`config.mk`:
```
export PLATFORM = sky130hd
export DESIGN_NAME = rom_strobe_generator
export DESIGN_NICKNAME = d
export VERILOG_FILES = /design/src/rtl/rom_strobe_generator.sv
export SDC_FILE = /design/constraint.sdc
export NUM_CORES = 1
export LEC_CHECK = 0
export BUFFER_PORTS_ARGS = -buffer_cell sky130_fd_sc_hd__buf_2
export CORE_ASPECT_RATIO = 1.4
export CORE_UTILIZATION = 45
export CTS_CLUSTER_SIZE = 14
export DETAILED_ROUTE_END_ITERATION = 16
export GPL_ROUTABILITY_DRIVEN = 0
export SLEW_MARGIN = 20
export SYNTH_ARGS = -nofsm -noshare
export SYNTH_HDL_FRONTEND = slang
export SYNTH_SLANG_ARGS = --single-unit
```
`constraint.sdc`:
```
create_clock -name clk -period 2.3 [get_ports clk]
set_input_delay 0.115 -clock clk [delete_from_list [all_inputs] [get_ports clk]]
set_output_delay 0.115 -clock clk [all_outputs]
set_load 0.05 [all_outputs]
```
`src/rtl/rom_strobe_generator.sv`:
```
// ROM control strobe generator: timed SETUP/ACTIVE/HOLD pulse trains with sample and done pulses.
// Optional abort input enabled by defining STROBE_ABORT_EN.
module rom_strobe_generator #(
  parameter int unsigned SETUP_CYCLES  = 4,
  parameter int unsigned ACTIVE_CYCLES = 16,
  parameter int unsigned HOLD_CYCLES   = 4,
  parameter logic        IDLE_LEVEL    = 1'b1,
  parameter int unsigned COUNTER_WIDTH = 32
) (
  input  logic        clk,
  input  logic        reset,
  input  logic        start,
  input  logic [15:0] repeat_count,
`ifdef STROBE_ABORT_EN
  input  logic        abort,
`endif
  output logic        ready,
  output logic        strobe,
  output logic        sample,
  output logic        done
);

  localparam int unsigned CW = COUNTER_WIDTH;
  localparam int unsigned RW = 16;
  localparam logic [CW-1:0] SETUP_LAST  = CW'(SETUP_CYCLES - 1);
  localparam logic [CW-1:0] ACTIVE_LAST = CW'(ACTIVE_CYCLES - 1);
  localparam logic [CW-1:0] HOLD_LAST   = CW'(HOLD_CYCLES - 1);

  if (SETUP_CYCLES == 0 || ACTIVE_CYCLES == 0 || HOLD_CYCLES == 0) begin : g_param_err
    $error("rom_strobe_generator: SETUP/ACTIVE/HOLD_CYCLES must be >= 1");
  end

  typedef enum logic [1:0] {
    S_IDLE   = 2'd0,
    S_SETUP  = 2'd1,
    S_ACTIVE = 2'd2,
    S_HOLD   = 2'd3
  } state_t;

  state_t        r_state, w_state_nxt;
  logic [CW-1:0] r_cnt, w_cnt_nxt;
  logic [RW-1:0] r_rem, w_rem_nxt;
  logic          r_ready, r_strobe, r_sample, r_done;
  logic          w_ready_nxt, w_strobe_nxt, w_sample_nxt, w_done_nxt;
  logic          w_abort;

`ifdef STROBE_ABORT_EN
  assign w_abort = abort;
`else
  assign w_abort = 1'b0;
`endif

  // Next state, counter and remaining-pulse bookkeeping
  always_comb begin
    w_state_nxt = r_state;
    w_cnt_nxt   = r_cnt + CW'(1);
    w_rem_nxt   = r_rem;
    w_done_nxt  = 1'b0;
    case (r_state)
      S_IDLE: begin
        w_cnt_nxt = '0;
        if (start) begin
          w_state_nxt = S_SETUP;
          w_rem_nxt   = (repeat_count == RW'(0)) ? RW'(1) : repeat_count;
        end
      end
      S_SETUP: begin
        if (w_abort) begin
          w_state_nxt = S_HOLD;
          w_cnt_nxt   = '0;
          w_rem_nxt   = RW'(1);
        end else if (r_cnt == SETUP_LAST) begin
          w_state_nxt = S_ACTIVE;
          w_cnt_nxt   = '0;
        end
      end
      S_ACTIVE: begin
        if (w_abort) begin
          w_state_nxt = S_HOLD;
          w_cnt_nxt   = '0;
          w_rem_nxt   = RW'(1);
        end else if (r_cnt == ACTIVE_LAST) begin
          w_state_nxt = S_HOLD;
          w_cnt_nxt   = '0;
        end
      end
      S_HOLD: begin
        if (r_cnt == HOLD_LAST) begin
          w_cnt_nxt = '0;
          if (r_rem > RW'(1)) begin
            w_state_nxt = S_SETUP;
            w_rem_nxt   = r_rem - RW'(1);
          end else begin
            w_state_nxt = S_IDLE;
            w_done_nxt  = 1'b1;
          end
        end
      end
      default: begin
        w_state_nxt = S_IDLE;
        w_cnt_nxt   = '0;
      end
    endcase
    // Outputs are precomputed from the next state so they register alongside it
    w_ready_nxt  = (w_state_nxt == S_IDLE);
    w_strobe_nxt = (w_state_nxt == S_ACTIVE) ? ~IDLE_LEVEL : IDLE_LEVEL;
    w_sample_nxt = (w_state_nxt == S_ACTIVE) && (w_cnt_nxt == ACTIVE_LAST);
  end

  always_ff @(posedge clk or negedge reset) begin
    if (!reset) begin
      r_state  <= S_IDLE;
      r_cnt    <= '0;
      r_rem    <= '0;
      r_ready  <= 1'b1;
      r_strobe <= IDLE_LEVEL;
      r_sample <= 1'b0;
      r_done   <= 1'b0;
    end else begin
      r_state  <= w_state_nxt;
      r_cnt    <= w_cnt_nxt;
      r_rem    <= w_rem_nxt;
      r_ready  <= w_ready_nxt;
      r_strobe <= w_strobe_nxt;
      r_sample <= w_sample_nxt;
      r_done   <= w_done_nxt;
    end
  end

  assign ready  = r_ready;
  assign strobe = r_strobe;
  assign sample = r_sample;
  assign done   = r_done;

endmodule

```
==> reports/qor.yml <==
status: "finished clean"
drc: 0
floorplan.initialDensity: 0.4626
firstDrtPassIters: 4
synth_top_area_share: 0.3652
die_y_um: 107.3
r2r-start: "r_cnt[10]"
dieWidth_um: 77.21
grt_max_degree: 25
yosys-top-cells-count: "nor2_1 (56), dfrtp_1 (52), xnor2_1 (28)"
drive_above_1_share: 0.3174
cp-startpoint: "r_cnt[10]"
post-route-util: 0.5809
syn-num-nets: 429
synthArstFlopShare: 1.000
area_delta_synth_final_pct: 25.56
synth_cell_types: 60
wl_per_cell_um: 17.70
root_buffer: "clkbuf_8"
port_buffers: 22
maxCapViolations: 0
crit_path_end_kind: "flop"
rsz0062_at_grt: "yes"
max_freq_mhz: 450.4
grt_pass1_wl_um: 16830
routed_via_density: 5.840
core_area_um2: 7702
max_slew.worst_pin.slew_ns: 0.6186
insertion_delay_ns: 0.32
dp_slack_ns: -0.03468
numPlacedInstances: 565
cp_data_arrival_time_ns: 2.44
grt_antenna_before_repair: 0
ios: 23
maxSlewViolCount: 0
final_hold_viol_count: 0
drt_iter0_drc: 160
fin_skew_ns: 0.007969
drtAntennaViolNets: 0
cts_max_path_buffers: 2
hold_class: "primary input to flop"
final_cell_area_um2: 4474
fin_nets: 508
yosysWarnings: 0
setup_tns_ns: 0
synth_area_um2: 3563
synth_edf_count: 0
grt_pass1_vias: 3447
num_rows: 38
crit_path_start_kind: "flop"
ys_seq_area_frac: 0.3799
finalHoldWorstSlack_ns: 0.06974
synth_cells: 402
grt_usage: 0.2662
critPathKind: "flop to flop"
die_area_um2: 8283
min_period_ns: 2.220
ys_ff_latch: 54
worstHoldStart: "repeat_count[1]"
p_leak_nw: 1.957
dr_total_vias: 3399
stdcell_count: 582
relSlewSlack: 0.5876
hold_depth: 3
power_density_nw_per_um2: 356.2
cp.required_ns: 2.52
p_total_mw: 1.594
clkTransAtPathRegs_ns: 0.11
peakVddDrop_uv: 342.7
setup_viol: 0
synth_top_area_cell: "dfrtp_1"
fin_crit_sh: 0.9653
place_area_um2: 4174
fin_ws_ns: 0.07987
path_max_fanout: 5
overflow: 0
cts_tree: "yes"
avgSynthCellArea_um2: 8.864
numCtsBuffers: 5
ys.flop_type: "dfrtp_1"
synth.most_common_cell: "nor2_1"
dp_hpwl_um: 7809
htreeDepth: 2
wl_um: 10300
synth_area_leaders: "dfrtp_1 (37%), xnor2_1 (6.9%), nor2_1 (5.9%)"
cts.sinks: 54
ff2ff_path_depth: 8
antennaDiodeCount: 0
timing repair:
action	CTS	global route
hold buffers	1	0
gates cloned	0	1
buffers inserted	0	7
pin swaps	4	14
endpoints found under the hold margin	22	0
setup endpoints to repair	3	17
gates resized for setup	5	28
cell type report:
| cell class | count | area (µm²) |
|---|---|---|
| clock buffers | 6 | 82.58 |
| clock inverters | 2 | 16.27 |
| fillers | 685 | 3228 |
| inverters | 11 | 41.29 |
| multi-input cells | 310 | 2143 |
| flip-flops and latches | 54 | 1366 |
| well taps | 100 | 125.1 |
| repair buffers | 99 | 699.4 |
sequential cells by signal, summed over array words and instances, names as in the netlist:
register and flops:
r_cnt 32, r_rem 16, r_state 2, done 1
ready 1, sample 1, strobe 1
critical path: stages, from the launching register on:
cell and delay, ns:
dfrtp_1 0.43, and4_1 0.25, buf_4 0.15, and4_1 0.26
and3_2 0.23, mux2_2 0.27, and3_2 0.24, a41oi_1 0.22
nor4_2 0.07
cell usage in the layout (no fill, tap or decap), types with 4 or more instances in the layout:
cell type | Yosys | routed
ha_1 | 8 | 7
a31oi_1 | 4 | 4
nor4_1 | 14 | 12
a21oi_1 | 13 | 13
and4_1 | 5 | 5
xor2_1 | 8 | 7
nand2_1 | 19 | 18
a21o_1 | 5 | 5
clkbuf_8 | 0 | 6
o22ai_1 | 11 | 11
o21ai_0 | 18 | 18
dfrtp_2 | 0 | 10
o31ai_1 | 4 | 4
buf_2 | 10 | 23
dfrtp_1 | 52 | 42
xnor2_1 | 28 | 28
nand4_1 | 20 | 20
and3_2 | 3 | 4
nand3_1 | 19 | 18
inv_1 | 11 | 11
nor2_1 | 56 | 54
nor4_4 | 2 | 6
nor3_1 | 17 | 14
buf_4 | 2 | 72
report_power, final:
group	switching, mW	internal [mW]	leakage [nW]
clock	0.350	0.249	0.0478
sequential	0	0.949	0.698
combinational	0.0300	0.0158	1.21
path summary, 6_finish.rpt:
kind	end	slack [ns]
worst min-delay path	r_rem[1]	0.07
max in group asynchronous	ready	1.26
worst max-delay path	sample	0.08
worst max register to register	sample	0.08
worst min register to register	r_cnt[30]	0.59
min in group asynchronous	r_rem[15]	0.33
cell families (layout without fill, tap and decap cells):
logic type | after synthesis | in the layout | share of synthesized area
xor gates and xnor gates | 36 | 36 | 0.08849
DFF | 54 | 54 | 0.3799
adders and majority gates | 8 | 8 | 0.02809
buffers and inverters | 38 | 118 | 0.05196
muxes | 2 | 2 | 0.005969
and+or+nand+nor | 189 | 189 | 0.3062
AOI/OAI and AO/OA | 75 | 75 | 0.1394
layer usage:
| metal | global-route usage | up-vias | share of wire |
|---|---|---|---|
| met5 | 0 | - | 0 |
| met4 | 0.1536 | 0 | 0.044 |
| met3 | 0.03220 | 38 | 0.025 |
| met2 | 0.4937 | 87 | 0.55 |
| met1 | 0.2877 | 1649 | 0.38 |
| li1 | - | 1625 | - |
No activity file was read; power rests on OpenSTA's default activity.
